===== config.mk =====
export PLATFORM = sky130hd
export DESIGN_NAME = control_sequencer
export DESIGN_NICKNAME = d
export VERILOG_FILES = /design/src/rtl/control_sequencer.sv
export SDC_FILE = /design/constraint.sdc
export NUM_CORES = 1
export LEC_CHECK = 0
export ABC_AREA = 1
export BUFFER_PORTS_ARGS = -buffer_cell sky130_fd_sc_hd__buf_2
export CAP_MARGIN = 10
export CORE_MARGIN = 3
export CORE_UTILIZATION = 30
export DETAILED_ROUTE_END_ITERATION = 12
export HOLD_SLACK_MARGIN = 0.15
export PLACE_DENSITY = 0.5
export SLEW_MARGIN = 30
export SYNTH_ARGS = -nofsm -noshare
export SYNTH_HDL_FRONTEND = slang
export SYNTH_SLANG_ARGS = --single-unit

===== constraint.sdc =====
create_clock -name clk -period 11.63 [get_ports clk]
set_clock_uncertainty 0.2 [all_clocks]
set_input_delay 0 -clock clk [delete_from_list [all_inputs] [get_ports clk]]
set_output_delay 0 -clock clk [all_outputs]
set_load 0.01 [all_outputs]

===== src/rtl/control_sequencer.sv =====
// Lane walker: on an accepted start, enables lanes 0..target one at a time,
// holding each for DWELL cycles, then pulses done. All outputs are registered.
module control_sequencer #(
    parameter int LANES = 8,
    parameter int IDXW  = 3,
    parameter int DWELL = 1
) (
    input  logic             clk,
    input  logic             rst_n,
    input  logic             start,
    input  logic [LANES-1:0] control,
    output logic [LANES-1:0] lane_en,
    output logic [IDXW-1:0]  lane_idx,
    output logic             busy,
    output logic             done,
    output logic             err
);

    localparam logic [1:0] S_IDLE  = 2'd0;
    localparam logic [1:0] S_RUN   = 2'd1;
    localparam logic [1:0] S_FIN   = 2'd2;
    localparam logic [3:0] DW_LAST = 4'(DWELL - 1);

    logic [1:0]       state_q, state_d;
    logic [IDXW-1:0]  tgt_q, tgt_d;
    logic [IDXW-1:0]  lane_q, lane_d;
    logic [3:0]       dwell_q, dwell_d;
    logic [LANES-1:0] lane_en_q, lane_en_d;
    logic [IDXW-1:0]  lane_idx_q, lane_idx_d;
    logic             busy_q, busy_d;
    logic             done_q, done_d;
    logic             err_q, err_d;

    logic [IDXW:0]    ones;
    logic [IDXW-1:0]  enc;
    logic             onehot;

    // Popcount and position of the set bit; enc is only meaningful when one-hot.
    always_comb begin
        ones = '0;
        enc  = '0;
        for (int i = 0; i < LANES; i++) begin
            if (control[i]) begin
                ones = ones + 1'b1;
                enc  = IDXW'(i);
            end
        end
    end

    assign onehot = (state_q == S_IDLE) && (ones == (IDXW+1)'(1));

    always_comb begin
        state_d = state_q;
        tgt_d   = tgt_q;
        lane_d  = lane_q;
        dwell_d = dwell_q;
        err_d   = 1'b0;
        case (state_q)
            S_IDLE: begin
                if (start) begin
                    if (onehot) begin
                        tgt_d   = enc;
                        lane_d  = '0;
                        dwell_d = '0;
                        state_d = S_RUN;
                    end else begin
                        err_d = 1'b1;
                    end
                end
            end
            S_RUN: begin
                if (dwell_q == DW_LAST) begin
                    dwell_d = '0;
                    if (lane_q == tgt_q) state_d = S_FIN;
                    else                 lane_d  = lane_q + 1'b1;
                end else begin
                    dwell_d = dwell_q + 1'b1;
                end
            end
            S_FIN:   state_d = S_IDLE;
            default: state_d = S_IDLE;
        endcase
    end

    // Outputs are decoded from the next state so they line up with it after the edge.
    always_comb begin
        busy_d     = (state_d == S_RUN);
        done_d     = (state_d == S_FIN);
        lane_idx_d = busy_d ? lane_d : '0;
        lane_en_d  = busy_d ? (LANES'(1) << lane_d) : '0;
    end

    always_ff @(posedge clk) begin
        if (!rst_n) begin
            state_q    <= S_IDLE;
            tgt_q      <= '0;
            lane_q     <= '0;
            dwell_q    <= '0;
            lane_en_q  <= '0;
            lane_idx_q <= '0;
            busy_q     <= 1'b0;
            done_q     <= 1'b0;
            err_q      <= 1'b0;
        end else begin
            state_q    <= state_d;
            tgt_q      <= tgt_d;
            lane_q     <= lane_d;
            dwell_q    <= dwell_d;
            lane_en_q  <= lane_en_d;
            lane_idx_q <= lane_idx_d;
            busy_q     <= busy_d;
            done_q     <= done_d;
            err_q      <= err_d;
        end
    end

    assign lane_en  = lane_en_q;
    assign lane_idx = lane_idx_q;
    assign busy     = busy_q;
    assign done     = done_q;
    assign err      = err_q;

endmodule


==> results of run 1 <==
==> per-layer routing <==
layer,track usage [%],routed length [um],up-vias
met2,21.2,1560,21
met5,0,0,-
met4,4.64,30,0
met1,13.4,1580,665
li1,-,-,833
met3,1.47,107,2
==> critical path: cells and delay by family <==
kind                     cells  cell delay [ns]
adder cells (fa/ha/maj)      6             1.63
AO/OA/AOI/OAI                1             0.12
AND/OR/NAND/NOR             17             1.95
buffers and inverters        6             0.41
==> area by class of cell <==
| class | instances | area (um2) | area share, % |
|---|---|---|---|
| Timing Repair Buffer | 33 | 210 | 10.5 |
| Clock inverter | 1 | 30.0 | 1.50 |
| Sequential cell | 26 | 520 | 26.1 |
| Clock buffer | 3 | 41.3 | 2.07 |
| Inverter | 44 | 165 | 8.27 |
| Multi-Input combinational cell | 174 | 942 | 47.2 |
| Tap cell | 70 | 87.6 | 4.39 |
==> stage by stage <==
stage	total power (uW)	area (um2)	std cells	util, %	hold WS (ns)
final	235	2000	351	38.6	0.266
after floorplan	145	1630	244	-	-0.0825
after global placement	160	1840	338	35.5	0.113
after CTS	237	2000	351	38.6	0.269
after global routing	252	2000	351	38.6	0.281
after detailed placement	160	1840	338	35.5	0.116
==> timing repair <==
item                      CTS  global route
hold endpoints to repair   15             0
setup buffers               0             0
hold buffers                9             0
==> report_power, final <==
group | internal, uW | total (uW) | switching (uW)
registers | 92.4 | 94.3 | 1.81
clock network | 46.0 | 74.7 | 28.6
logic | 24.3 | 65.7 | 41.5
==> state kept, by name, indices dropped and copies added (netlist names) <==
signal and cells:
state_q 2, busy 1, lane_en 8, lane_q 3, dwell_q 4, done 1, lane_idx 3, err 1
tgt_q 3
==> placed cells by master, fill, tap and decap left out, types with 5 or more instances in the layout <==
| cell type | netlist | layout |
|---|---|---|
| nand2_2 | 5 | 5 |
| o21ai_0 | 10 | 10 |
| nand3_1 | 19 | 19 |
| inv_1 | 38 | 38 |
| ha_1 | 10 | 10 |
| nor2_1 | 28 | 28 |
| nand2_1 | 65 | 65 |
| dfxtp_1 | 26 | 26 |
| a21oi_1 | 10 | 10 |
| buf_2 | 0 | 24 |
| dlygate4sd3_1 | 0 | 9 |
| xnor2_1 | 5 | 5 |
| nand3_2 | 5 | 5 |
| inv_2 | 5 | 5 |
==> worst max-delay path by stage <==
stage,to,slack (ns),from,cells past startpoint
final,lane_en[4]$_SDFF_PN0_,7.53,control[1],30
after CTS,lane_en[4]$_SDFF_PN0_,7.52,control[1],30
after detailed placement,lane_en[4]$_SDFF_PN0_,7.24,control[1],30
after global routing,lane_en[4]$_SDFF_PN0_,7.06,control[1],30
after floorplan,lane_en[5]$_SDFF_PN0_,7.71,control[0],28
after global placement,lane_en[1]$_SDFF_PP0_,7.26,control[1],30
==> logic make-up (layout without fill, tap and decap cells) <==
group	count (synthesis)	after routing	synth area share [%]
adder cells (fa/ha/maj)	10	10	7.69
XOR/XNOR	6	6	3.23
buffers and inverters	44	81	10.1
AO/OA/AOI/OAI	26	26	9.38
flip-flops	26	26	32.0
AND/OR/NAND/NOR	132	132	37.6
==> impl_metrics.tcl, run 1 <==
set metrics [dict create \
    outcome "complete, no violations" \
    path_class "in -> reg" \
    portBuffers 24 \
    path_common_cell "nand2_1" \
    holdPathStages 2 \
    wl_per_cell_um 9.35 \
    rrSetupSlack_ns 9.74 \
    ant_nets 0 \
    grt_pass1_wl_um 6020 \
    cts-resized-gates 0 \
    synth_ff_type "dfxtp_1" \
    synthArstFlopShare_pct 0 \
    tns_ns 0 \
    synth_most_common_cell "nand2_1" \
    std_cell_rows 26 \
    synth-edff-count 0 \
    grt_start_max_net_pins 16 \
    via_per_inst 4.33 \
    syn_to_final_growth_pct 22.7 \
    dieWidth_um 79.7 \
    dp_hpwl_um 2680 \
    synth.area.top_cells "dfxtp_1 (32%), nand2_1 (15%), inv_1 (8.8%)" \
    cts_sinks 26 \
    drc_errors 0 \
    die-area_mm2 0.00635 \
    via_count 1521 \
    worst-r2r-cell-count 13 \
    antenna_found_initial 0 \
    crit_required_ns 11.64 \
    clockBufferDepth 2 \
    grt_usage_pct 11.5 \
    drive_above_1_share_pct 17.8 \
    hold_end "tgt_q[2]$_SDFFE_PN0P_" \
    pin_count 25 \
    cts.clk_slew.worst_paths_ns 0.09 \
    period_needed_ns 4.10 \
    grt_pass1_vias 1513 \
    cp_max_fo 4 \
    root_buffer "clkbuf_8" \
    place_ws_ns 7.24 \
    initialDrtViolationCount 41 \
    relSlewSlack_pct 78.5 \
    gp_congestion 0.797 \
    min_from "tgt_q[2]$_SDFFE_PN0P_" \
    ys_ff_latch 26 \
    yosysTopAreaCellShare_pct 32.0 \
    max-cap-violations 0 \
    crit_arrival_ns 4.11 \
    synth_nets 265 \
    dr.pass1.iters 4 \
    synthesis.area_mm2 0.00163 \
    die_h_um 79.7 \
    syn_inst 244 \
    cts_tree "yes" \
    nFillCells 568 \
    setup_viol 0 \
    yosys.area.top_type "dfxtp_1" \
    coreArea_mm2 0.00517 \
    clk_latency_ns 0.27 \
    drt_wl_total_um 3280 \
    worstSetupStartpointType "input port" \
    yosys_warnings 0 \
    nets 303 \
    synth_cell_type_count 25 \
    finalMaxSlewViolations 0 \
    rr_endpoint "lane_en[3]$_SDFF_PP0_" \
    cts_buffers 3 \
    slowest_stage "ha_1" \
    grt-ovfl-total 0 \
    worstSetupEndpointType "flop" \
    critPathMaxStageDelay_ns 0.31 \
    antenna_cells 0 \
    r2r-start "dwell_q[0]$_SDFFE_PN0P_" \
    cts_max_level 1 \
    p_per_area_mw_per_mm2 117 \
    setup_ws_ns 7.53 \
    start_util_pct 31.5 \
    max_slew.worst_pin.slew_ns 0.321 \
    ys_seq_area_share_pct 32.0 \
    min_path_type "reg -> reg" \
    grt_setup_unrepaired "false" \
    peakVddDrop_mv 0.0390 \
    ys_top_cells_by_count "nand2_1 (65), inv_1 (38), nor2_1 (28)" \
    hold_violations 0 \
    finalCritPeriodShare_pct 35.3 \
    p_leak_uw 0.00102 \
    fmax_ghz 0.244 \
    avgSynthCellArea_um2 6.67 \
]
No activity file was read; power rests on OpenSTA's default activity.
==> run 2, diff against run 1 <==
--- a/config.mk
+++ b/config.mk
@@ -12,7 +12,7 @@
 export CORE_UTILIZATION = 30
 export DETAILED_ROUTE_END_ITERATION = 12
 export HOLD_SLACK_MARGIN = 0.15
-export PLACE_DENSITY = 0.5
+export PLACE_DENSITY = 0.51
 export SLEW_MARGIN = 30
 export SYNTH_ARGS = -nofsm -noshare
 export SYNTH_HDL_FRONTEND = slang
==> constraint.sdc (replaced) <==
create_clock -name clk -period 3.4 [get_ports clk]
set_clock_uncertainty 0.2 [all_clocks]
set_input_delay 0 -clock clk [delete_from_list [all_inputs] [get_ports clk]]
set_output_delay 0 -clock clk [all_outputs]
set_load 0.01 [all_outputs]
==> impl_metrics.tcl, run 2 (synthesis results as in run 1) <==
set metrics [dict create \
    cts_tree "yes" \
    die_h_um 79.7 \
    cp_top_family "buffers and inverters" \
    path_buf_inv 19 \
    pwr-share-seq_pct 31.1 \
    finalMaxSlewViolations 0 \
    cts_sinks 26 \
    dr.pass1.iters 4 \
    cts_buffers 3 \
    layout_common_cells "buf_4 (61), nand2_1 (45), inv_1 (29)" \
    pin_count 25 \
    start_util_pct 31.5 \
    clkPwrFrac_pct 24.5 \
    finalCritPeriodShare_pct 109 \
    relSlewSlack_pct 67.4 \
    largest_register_ffs 8 \
    critPathMaxStageDelay_ns 0.27 \
    worstSetupEndpointType "flop" \
    drc_errors 0 \
    r2r-start "dwell_q[0]$_SDFFE_PN0P_" \
    clk_latency_ns 0.27 \
    grt_busiest_layer "met2" \
    switching_share_pct 32.3 \
    worstSetupEndpoint "lane_idx[0]$_SDFF_PN0_" \
    root_buffer "clkbuf_8" \
    setup_ws_ns -0.304 \
    combPwrFrac_pct 44.5 \
    rrSetupSlack_ns 1.48 \
    cts.clk_slew.worst_paths_ns 0.09 \
    switching_power_uw 335 \
    std_cell_rows 26 \
    crit_arrival_ns 3.72 \
    min_path_type "in -> reg" \
    antenna_cells 0 \
    grt_setup_unrepaired "true" \
    nets 368 \
    dp_hpwl_um 2800 \
    place_ws_ns -0.765 \
    worstSetupStartpointType "input port" \
    ant_nets 0 \
    antenna_found_initial 0 \
    fin_hold_ws_ns 0.199 \
    via_per_inst 4.54 \
    grt_usage_pct 14.6 \
    nFillCells 481 \
    worst-r2r-cell-count 13 \
    hold_violations 0 \
    path_common_cell "buf_4" \
    initialDrtViolationCount 46 \
    path_class "in -> reg" \
    fin_util_pct 54.4 \
    period_needed_ns 3.70 \
    met1_usage_pct 16.2 \
    grt-ovfl-total 0 \
    violations "negative setup slack" \
    cts_max_level 1 \
    grt_use_met2_pct 26.3 \
    cp_max_fo 4 \
    p_int_uw 702 \
    max_slew.worst_pin.slew_ns 0.488 \
    slowest_stage "a21oi_4" \
    peakVddDrop_mv 0.265 \
    wl_per_cell_um 11.8 \
    syn_to_final_growth_pct 72.9 \
    p_leak_uw 0.00138 \
    portBuffers 24 \
    outcome "complete, but fails checks" \
    fmax_ghz 0.270 \
    drt_wl_total_um 4900 \
    grt_pass1_wl_um 7520 \
    drive_above_1_share_pct 49.7 \
    gp_congestion 0.767 \
    cp.depth 34 \
    final_common_cell "buf_4" \
    max-cap-violations 0 \
    rr_endpoint "lane_en[3]$_SDFF_PP0_" \
    power_uw 1040 \
    grt_pass1_vias 1850 \
    clockBufferDepth 2 \
    startpoint "control[0]" \
    setup_viol 23 \
    via_count 1887 \
    grt_start_max_net_pins 16 \
    grt_use_met3_pct 2.37 \
    die-area_mm2 0.00635 \
    coreArea_mm2 0.00517 \
    dieWidth_um 79.7 \
    p_per_area_mw_per_mm2 368 \
    crit_required_ns 3.41 \
]
## run 2: changes by cell type in the layout (fill, tap and decap cells not counted), sizes merged
cell,previous run,this run
dlygate4sd3,9,8
buf,24,90
## run 2: layer usage
metal | wire (um) | up-vias
li1 | - | 961
met1 | 2070 | 875
met2 | 2560 | 37
met3 | 133 | 14
met4 | 134 | 0
met5 | 0 | -
## run 2: timing repair
item / 4_1_cts / 5_1_grt
buffers inserted: 45 / 3
hold buffers: 8 / 0
pin swaps: 20 / 29
hold endpoints to repair: 24 / 0
endpoints found under the setup margin: 24 / 24
gates resized for setup: 17 / 56
## run 2: how the worst min path moves through the flow
stage | startpoint | end | depth (start not counted)
2_1_floorplan | rst_n | dwell_q[2]$_SDFFE_PN0P_ | 1
3_3_place_gp | rst_n | dwell_q[0]$_SDFFE_PN0P_ | 3
3_5_place_dp | rst_n | dwell_q[0]$_SDFFE_PN0P_ | 3
4_1_cts | control[2] | tgt_q[1]$_SDFFE_PN0P_ | 6
5_1_grt | control[2] | tgt_q[1]$_SDFFE_PN0P_ | 6
6_report | control[2] | tgt_q[1]$_SDFFE_PN0P_ | 6
## run 2: through the flow
stage | std cells | setup TNS [ns] | area (um2)
2_1_floorplan | 244 | -6.72 | 1680
4_1_cts | 418 | -4.18 | 2620
3_3_place_gp | 361 | -14.81 | 2060
5_1_grt | 416 | -8.83 | 2820
3_5_place_dp | 361 | -15.42 | 2060
6_report | 416 | -4.77 | 2820
## run 2: layout make-up
cell class,count,area (um2),area share [%]
tap,70,87.6,3.11
clock buffer,3,41.3,1.47
timing repair buffer,98,744,26.4
clock inverter,1,30.0,1.07
inverter,44,183,6.49
multi-input combinational,174,1210,42.9
sequential,26,520,18.5
## run 2: worst min-delay path: cells and delay by family
family,cells,cell delay (ns)
AOI/OAI and AO/OA,4,0.38
buffers and inverters,2,0.25
## run 2: power groups by stage
| stage | clock network, uW | registers [uW] | logic [uW] |
|---|---|---|---|
| 6_report | 254 | 322 | 461 |
| 5_1_grt | 270 | 324 | 506 |
| 4_1_cts | 259 | 322 | 381 |
| 3_5_place_dp | 0 | 330 | 265 |
| 3_3_place_gp | 0 | 330 | 265 |
| 2_1_floorplan | 0 | 331 | 177 |
